File: src/rtl/iso15693_reader_tx_seq_if.sv
// Byte stream from the SSP deframer into the ISO 15693 reader transmit sequencer.
interface iso15693_reader_tx_seq_if;
    logic [7:0] byte_data;
    logic       byte_valid;
    logic       byte_last;
    logic       byte_ready;

    modport master (output byte_data, output byte_valid, output byte_last, input byte_ready);
    modport slave  (input byte_data, input byte_valid, input byte_last, output byte_ready);
endinterface

File: src/rtl/iso15693_reader_tx_seq.sv
// ISO 15693 reader->tag frame sequencer, 1-out-of-4 coding: SOF, data symbols, EOF.
// mod_out = 1 means carrier off.
//
// state | meaning
// IDLE  | no frame; holding register may still be prefetched
// SOF   | 8 half-slots, pattern 1,0,0,0,0,1,0,0
// DATA  | 4 symbols per byte, 8 half-slots each, LSB pair first
// EOF   | 4 half-slots, pattern 0,0,1,0
module iso15693_reader_tx_seq #(
    parameter int HALF_SLOT = 128
) (
    input  logic ck_1356meg,
    input  logic rst_n,
    input  logic tx_start,
    input  logic tx_abort,
    iso15693_reader_tx_seq_if.slave byte_if,
    output logic mod_out,
    output logic busy,
    output logic done,
    output logic underrun
);
    localparam int CW = $clog2(HALF_SLOT);

    typedef enum logic [1:0] {IDLE, SOF, DATA, EOF} state_t;

    state_t        state;
    logic [CW-1:0] cyc;
    logic [2:0]    h;
    logic [1:0]    sym;
    logic [7:0]    shift;
    logic          last_r;
    logic          hold_full;
    logic          hold_last;
    logic [7:0]    hold_data;

    logic slot_end;
    logic load;

    assign byte_if.byte_ready = ~hold_full;
    assign slot_end = (cyc == CW'(HALF_SLOT - 1));
    assign load     = byte_if.byte_valid & ~hold_full;

    function automatic logic sof_bit(input logic [2:0] hs);
        return (hs == 3'd0) || (hs == 3'd5);
    endfunction

    function automatic logic data_bit(input logic [2:0] hs, input logic [1:0] v);
        return hs == {v, 1'b1};
    endfunction

    function automatic logic eof_bit(input logic [2:0] hs);
        return hs == 3'd2;
    endfunction

    // mod_out is always loaded with the value of the half-slot being entered.
    always_ff @(posedge ck_1356meg or negedge rst_n) begin
        if (!rst_n) begin
            state     <= IDLE;
            cyc       <= '0;
            h         <= '0;
            sym       <= '0;
            shift     <= '0;
            last_r    <= 1'b0;
            hold_full <= 1'b0;
            hold_last <= 1'b0;
            hold_data <= '0;
            mod_out   <= 1'b0;
            busy      <= 1'b0;
            done      <= 1'b0;
            underrun  <= 1'b0;
        end else begin
            done     <= 1'b0;
            underrun <= 1'b0;
            if (load) begin
                hold_full <= 1'b1;
                hold_data <= byte_if.byte_data;
                hold_last <= byte_if.byte_last;
            end
            if (tx_abort) begin
                state     <= IDLE;
                mod_out   <= 1'b0;
                busy      <= 1'b0;
                hold_full <= 1'b0;
                cyc       <= '0;
                h         <= '0;
            end else begin
                case (state)
                    IDLE: begin
                        mod_out <= 1'b0;
                        if (tx_start) begin
                            state   <= SOF;
                            busy    <= 1'b1;
                            cyc     <= '0;
                            h       <= '0;
                            mod_out <= sof_bit(3'd0);
                        end
                    end
                    SOF: begin
                        if (!slot_end) begin
                            cyc <= cyc + CW'(1);
                        end else begin
                            cyc <= '0;
                            if (h == 3'd7) begin
                                h <= '0;
                                if (hold_full) begin
                                    state     <= DATA;
                                    shift     <= hold_data;
                                    last_r    <= hold_last;
                                    hold_full <= 1'b0;
                                    sym       <= '0;
                                    mod_out   <= data_bit(3'd0, hold_data[1:0]);
                                end else begin
                                    state    <= IDLE;
                                    underrun <= 1'b1;
                                    busy     <= 1'b0;
                                    mod_out  <= 1'b0;
                                end
                            end else begin
                                h       <= h + 3'd1;
                                mod_out <= sof_bit(h + 3'd1);
                            end
                        end
                    end
                    DATA: begin
                        if (!slot_end) begin
                            cyc <= cyc + CW'(1);
                        end else begin
                            cyc <= '0;
                            if (h != 3'd7) begin
                                h       <= h + 3'd1;
                                mod_out <= data_bit(h + 3'd1, shift[1:0]);
                            end else begin
                                h <= '0;
                                if (sym != 2'd3) begin
                                    sym     <= sym + 2'd1;
                                    shift   <= shift >> 2;
                                    mod_out <= data_bit(3'd0, shift[3:2]);
                                end else if (last_r) begin
                                    state   <= EOF;
                                    mod_out <= eof_bit(3'd0);
                                end else if (hold_full) begin
                                    shift     <= hold_data;
                                    last_r    <= hold_last;
                                    hold_full <= 1'b0;
                                    sym       <= '0;
                                    mod_out   <= data_bit(3'd0, hold_data[1:0]);
                                end else begin
                                    state    <= IDLE;
                                    underrun <= 1'b1;
                                    busy     <= 1'b0;
                                    mod_out  <= 1'b0;
                                end
                            end
                        end
                    end
                    EOF: begin
                        if (!slot_end) begin
                            cyc <= cyc + CW'(1);
                        end else begin
                            cyc <= '0;
                            if (h == 3'd3) begin
                                state   <= IDLE;
                                h       <= '0;
                                done    <= 1'b1;
                                busy    <= 1'b0;
                                mod_out <= 1'b0;
                            end else begin
                                h       <= h + 3'd1;
                                mod_out <= eof_bit(h + 3'd1);
                            end
                        end
                    end
                    default: begin
                        state   <= IDLE;
                        mod_out <= 1'b0;
                        busy    <= 1'b0;
                    end
                endcase
            end
        end
    end
endmodule

File: src/flat_wrapper.sv
// flat-port wrapper written by rule: the top's interface ports become plain ports
module iso15693_reader_tx_seq_flat 
#(
    parameter int HALF_SLOT = 128
)
  (ck_1356meg, rst_n, tx_start, tx_abort, mod_out, busy, done, underrun, byte_if_byte_data, byte_if_byte_valid, byte_if_byte_last, byte_if_byte_ready);
  iso15693_reader_tx_seq_if byte_if_i ();
  input  logic ck_1356meg;
  input  logic rst_n;
  input  logic tx_start;
  input  logic tx_abort;
  output logic mod_out;
  output logic busy;
  output logic done;
  output logic underrun;
  input wire logic [$bits(byte_if_i.byte_data)-1:0] byte_if_byte_data;
  input wire logic [$bits(byte_if_i.byte_valid)-1:0] byte_if_byte_valid;
  input wire logic [$bits(byte_if_i.byte_last)-1:0] byte_if_byte_last;
  output wire logic [$bits(byte_if_i.byte_ready)-1:0] byte_if_byte_ready;
  assign byte_if_i.byte_data = byte_if_byte_data;
  assign byte_if_i.byte_valid = byte_if_byte_valid;
  assign byte_if_i.byte_last = byte_if_byte_last;
  assign byte_if_byte_ready = byte_if_i.byte_ready;
  iso15693_reader_tx_seq #(.HALF_SLOT(HALF_SLOT)) u_core (.ck_1356meg(ck_1356meg), .rst_n(rst_n), .tx_start(tx_start), .tx_abort(tx_abort), .byte_if(byte_if_i), .mod_out(mod_out), .busy(busy), .done(done), .underrun(underrun));
endmodule
File: config.mk
export PLATFORM = sky130hd
export DESIGN_NAME = iso15693_reader_tx_seq_flat
export DESIGN_NICKNAME = d
export VERILOG_FILES = /design/src/rtl/iso15693_reader_tx_seq_if.sv /design/src/rtl/iso15693_reader_tx_seq.sv /design/src/flat_wrapper.sv
export SDC_FILE = /design/constraint.sdc
export NUM_CORES = 1
export LEC_CHECK = 0
export ABC_CLOCK_PERIOD_IN_PS = 2640
export CORE_MARGIN = 10
export CORE_UTILIZATION = 57
export DETAILED_ROUTE_END_ITERATION = 16
export PLACE_DENSITY = 0.89
export SLEW_MARGIN = 20
export SYNTH_ARGS = -nofsm -noshare
export SYNTH_HDL_FRONTEND = slang
export SYNTH_SLANG_ARGS = --single-unit
File: constraint.sdc
create_clock -name ck_1356meg -period 2.64 [get_ports ck_1356meg]
set_input_delay 0.792 -clock ck_1356meg [delete_from_list [all_inputs] [get_ports ck_1356meg]]
set_output_delay 0.792 -clock ck_1356meg [all_outputs]
set_load 0.005 [all_outputs]
# == After elaboration in Yosys (flattened, before gate mapping) ==
# Index checks and enable logic that the tools add are counted.
# classes
n_addsub,3
eq_ne,28
n_mux,95
bitwise,3
reduce_logical,11
# ops
cell,n
2-to-1 mux 8 bit,7
2-to-1 mux 1 bit,48
2-to-1 mux 2 bit,19
2-to-1 mux 3 bit,8
2-to-1 mux 7 bit,3
"!= test 3 bit, second input constant",6
AND reduction 9 bit,2
one-hot mux 8 bit (2 select lines),1
"!= test 3 x 2 -> 1 bit, second input constant",5
one-hot mux 7 bit (2 select lines),1
one-hot mux 3 bit (4 select lines),1
"!= test 2 x 1 -> 1 bit, second input constant",4
one-hot mux 1 bit (4 select lines),2
one-hot mux 2 bit (4 select lines),1
AND reduction 8 bit,1
"adder 7 x 1 -> 7 bit, second input constant",1
"== test 7 bit, second input constant",1
AND reduction 7 bit,1
"== test 3 x 2 -> 1 bit, second input constant",2
"== test 3 bit, second input constant",2
"!= test 2 bit, second input constant",3
one-hot mux 1 bit (2 select lines),3
"== test 2 bit, second input constant",2
"!= test 4 x 3 -> 1 bit, second input constant",1
14 further kinds,15
# totals
ff_bits,37
out_inout_bits,5
word_cells,153

# == Logic depth before layout (Yosys ltp) ==
# depth
word_depth,10
depth_mapped,7
mapped_depth_nobuf,7

# == Worst setup path after synthesis ==
# No wires, ideal clock.
# synth_path
kind,flip-flop to flip-flop
from,reg u_core.h[0]
to,reg u_core.state[0]
t_arrival_ns,1.914
path_slack_ns,0.598
path_stages_with_launch,8
period_less_slack_ns,2.042
path_cell_list,dfrtp_1 ha_1 ha_1 clkbuf_1 nand2b_1 a31oi_1 nor3_1 mux2_1
# synth_via
elab_chain_cells,3
word_cells_on_any_way,7
classes_between,6 x eq/ne; 1 x reduce/logical
# synth_rtl
item,line_no,rtl
start: declaration,iso15693_reader_tx_seq.sv:28,logic [2:0] h;
start signal: assignment,iso15693_reader_tx_seq.sv:119,h <= h + 3'd1;
start signal: assignment,iso15693_reader_tx_seq.sv:130,h <= h + 3'd1;
start signal: assignment,iso15693_reader_tx_seq.sv:168,h <= h + 3'd1;
== test 3 x 2 -> 1 bit (tied with other cells),iso15693_reader_tx_seq.sv:161,if (h == 3'd3) begin
!= test 3 x 2 -> 1 bit (no line) or != test 3 bit (tied branches),-,
AND reduction 9 bit (no line) (*),-,
end signal: assignment,iso15693_reader_tx_seq.sv:148,state <= IDLE;
end signal: assignment,iso15693_reader_tx_seq.sv:162,state <= IDLE;
end signal: assignment,iso15693_reader_tx_seq.sv:174,state <= IDLE;
end: declaration,iso15693_reader_tx_seq.sv:26,state_t state;
# Mark *: on every way between the ends. The rest lies on a longest branch, timed or not.
# A chain may end at the register's enable or synchronous reset.

# == Final worst setup path ==
# layout_path
from,reg u_core.hold_full
to,out byte_if_byte_ready
# layout_via
elab_chain_cells,1
# layout_rtl
item,line_no,rtl
start: declaration,iso15693_reader_tx_seq.sv:32,logic hold_full;
start signal: assignment,iso15693_reader_tx_seq.sv:64,hold_full <= 1'b0;
start signal: assignment,iso15693_reader_tx_seq.sv:75,hold_full <= 1'b1;
start signal: assignment,iso15693_reader_tx_seq.sv:83,hold_full <= 1'b0;
inverter 1 bit,iso15693_reader_tx_seq.sv:39,assign byte_if.byte_ready = ~hold_full;
end: declaration,flat_wrapper.sv:19,output wire logic [$bits(byte_if_i.byte_ready)-1:0] byte_if_byte_ready;
# No other way between the ends.

==> results.md <==
* Status: finished, final reports clean
* Layout area overhead at 17.4%
* Slew Limit Fails at 0
* Final Hold Fails at 0
* Via count at 1,718
* Clock Root Buffer: clkbuf_8
* CTS tree: yes
* Most frequent cells in the layout: 37 x dfrtp_1, 17 x clkdlybuf4s50_1, 16 x inv_1
* Drt wl/cell at 16.9 um
* Clock latency on the worst-skew pair at 0.30 ns
* Tot GR Track Use at 14.8%
* Final Wtd Congestion at 0.897
* Routed Antenna Nets at 0
* Crit-path cells: inv_1 > clkdlybuf4s50_1
* Critical path peak fanout at 10
* Worst stage delay on the critical path at 0.54 ns
* Unrepaired setup endpoints after global routing: false
* Ys async rst share at 100%
* Mapped Cells at 210
* Share of cells above drive strength 1 at 11.6%
* Yosys warns at 0
* Nets at 259
* Die Span Y at 81.3 um
* Setup TNS at 0 ns
* # IOs at 19
* Min Hold Slack at 0.493 ns
* Max-cap violation count at 0
* CP max stage cell: clkdlybuf4s50_1
* Critical path required time at 1.85 ns
* Crit end category: output pin
* Post-CTS sizing at 0
* Startpoint Class: flop
* Power consumption at 2130 uW
* Fillers at 263
* Largest net degree at the start of global routing at 38
* Worst VDD drop at 0.463 mV
* Slew margin rel. at 46.4%
* Number of synthesized flops with an enable pin at 0
* Most common cell after layout, fill and taps aside: dfrtp_1
* TritonCTS Buffers at 5
* Fin crit period at 2.36 ns
* Leakage power at 0.00105 uW
* Die area at 6610 sq um
* Hpwl dp at 3310 um
* Setup Buffers After CTS at 0
* Initial antenna violation count at 0
* H-tree depth at 2
* Remaining global-route overflow at 0
* Starting density of the core at 58.5%
* Cell Area, Synth at 2140 sq um
* Final period util at 89.4%
* DR vias/cell at 6.14
* Maximum clock path buffer count at 2
* Clk_skew at 0.00549 ns
* # diodes at 0
* Vias in the first global route at 1,647
* Post-synthesis cell type count at 45
* Sink Count at 37
* # DRC at 0
* Sequential share of the synthesized area at 43.2%
* Worst EP arrival at 1.57 ns
* Detailed Route Iter0 Violations at 229
* Die width at 81.3 um
* Worst-Margin Slew at 0.804 ns
* CP delay by family, top: buffers and inverters
* Ys flop type: dfrtp_1
* HP Class: reg2reg
* #FFs+latches synth at 37
* Row Count at 22
* Area of the core at 3660 sq um
* CTS Hold Buffers Added at 0
* Drt pass-1 iters at 5
* Final Setup Violations at 0
* Syn Nets at 238
* First-pass GRT wire length at 7780 um
* Power per cell area at 846 nW/um^2
* Syn_area_per_cell at 10.2 sq um
* Sum of routed wire length over all layers at 4740 um
* Fmax at 424 MHz
* Clk slew on worst S/H paths at 0.08 ns
* Crit path kind: reg2out
* CP bufs+invs at 2
* IO Port Bufs at 18
-- report_power, final --
group	switching (uW)	internal (uW)
clock	218	380
sequential	117	708
combinational	377	327
-- routing by layer --
| layer | routed length, um | share of wire (%) | GRT usage, % | up-vias |
|---|---|---|---|---|
| met5 | 0 | 0 | 0 | - |
| met4 | 107 | 2.3 | 6.57 | 0 |
| met3 | 283 | 6.0 | 3.20 | 14 |
| met2 | 2270 | 48 | 22.7 | 62 |
| met1 | 2080 | 44 | 19.5 | 833 |
| li1 | - | - | - | 809 |
-- worst paths after layout --
kind / start / endpoint / slack (ns) / cells past startpoint
max in group asynchronous: rst_n / u_core.hold_last / 1.55 / 1
setup reg to reg: u_core.h[0] / u_core.shift[5] / 0.30 / 5
min in group asynchronous: rst_n / u_core.state[0] / 0.58 / 1
setup / recovery: u_core.hold_full / byte_if_byte_ready / 0.28 / 2
hold reg to reg: u_core.cyc[4] / u_core.cyc[4] / 0.49 / 1
hold / removal: u_core.cyc[4] / u_core.cyc[4] / 0.49 / 1
-- logic make-up after synthesis --
family                   share of synthesized area, %
AND/OR/NAND/NOR                                  14.7
AO/OA/AOI/OAI                                    20.5
multiplexers                                     8.06
buffers and inverters                            4.55
adder cells (fa/ha/maj)                          8.17
XOR/XNOR                                        0.817
flip-flops                                       43.2
-- stage by stage --
stage	instances	utilization [%]	setup WS (ns)	instance area, sq um
detailed placement	272	65.0	0.147	2380
global route	280	68.7	0.186	2520
finish	280	68.7	0.279	2520
floorplan	210	-	0.598	2140
global placement	272	65.0	0.211	2380
CTS	280	68.7	0.292	2520
-- worst register-to-register path: cells and delay by family, from the launching register on --
family / cells / cell delay, ns
AO/OA/AOI/OAI: 3 / 1.14
adder cells (fa/ha/maj): 2 / 0.67
flip-flops: 1 / 0.45
-- cells in the mapped netlist (all sizes together) (4+ instances only) --
library cell	n	area, sq um
o22ai	6	37.5
o21ai	15	75.1
clkbuf	7	26.3
nor2	13	48.8
dfrtp	37	926
nand3	5	25.0
ha	14	175
mux2	10	113
nand2b	7	43.8
a2bb2oi	7	61.3
nand2	13	48.8
a31oi	5	31.3
inv	16	60.1
nor3	7	40.0
nor2b	4	25.0
mux2i	6	60.1
-- area by class of cell --
cell class                 count  area (sq um)  share of cell area (%)
timing repair buffer          23           213                    8.45
tap                           48          60.1                    2.39
clock buffer                   5          68.8                    2.73
multi-input combinational    148          1120                    44.5
clock inverter                 3          68.8                    2.73
inverter                      16          60.1                    2.39
sequential                    37           926                    36.8
-- flip-flops by register name, summed over array words and instances (netlist names) --
register	flops
u_core.last_r	1
u_core.h	3
u_core.cyc	7
u_core.state	2
u_core.shift	8
u_core.hold_data	8
u_core.mod_out	1
u_core.done	1
u_core.hold_full	1
u_core.sym	2
u_core.hold_last	1
u_core.busy	1
u_core.underrun	1
Note: power is estimated with default switching activity, not from simulation.
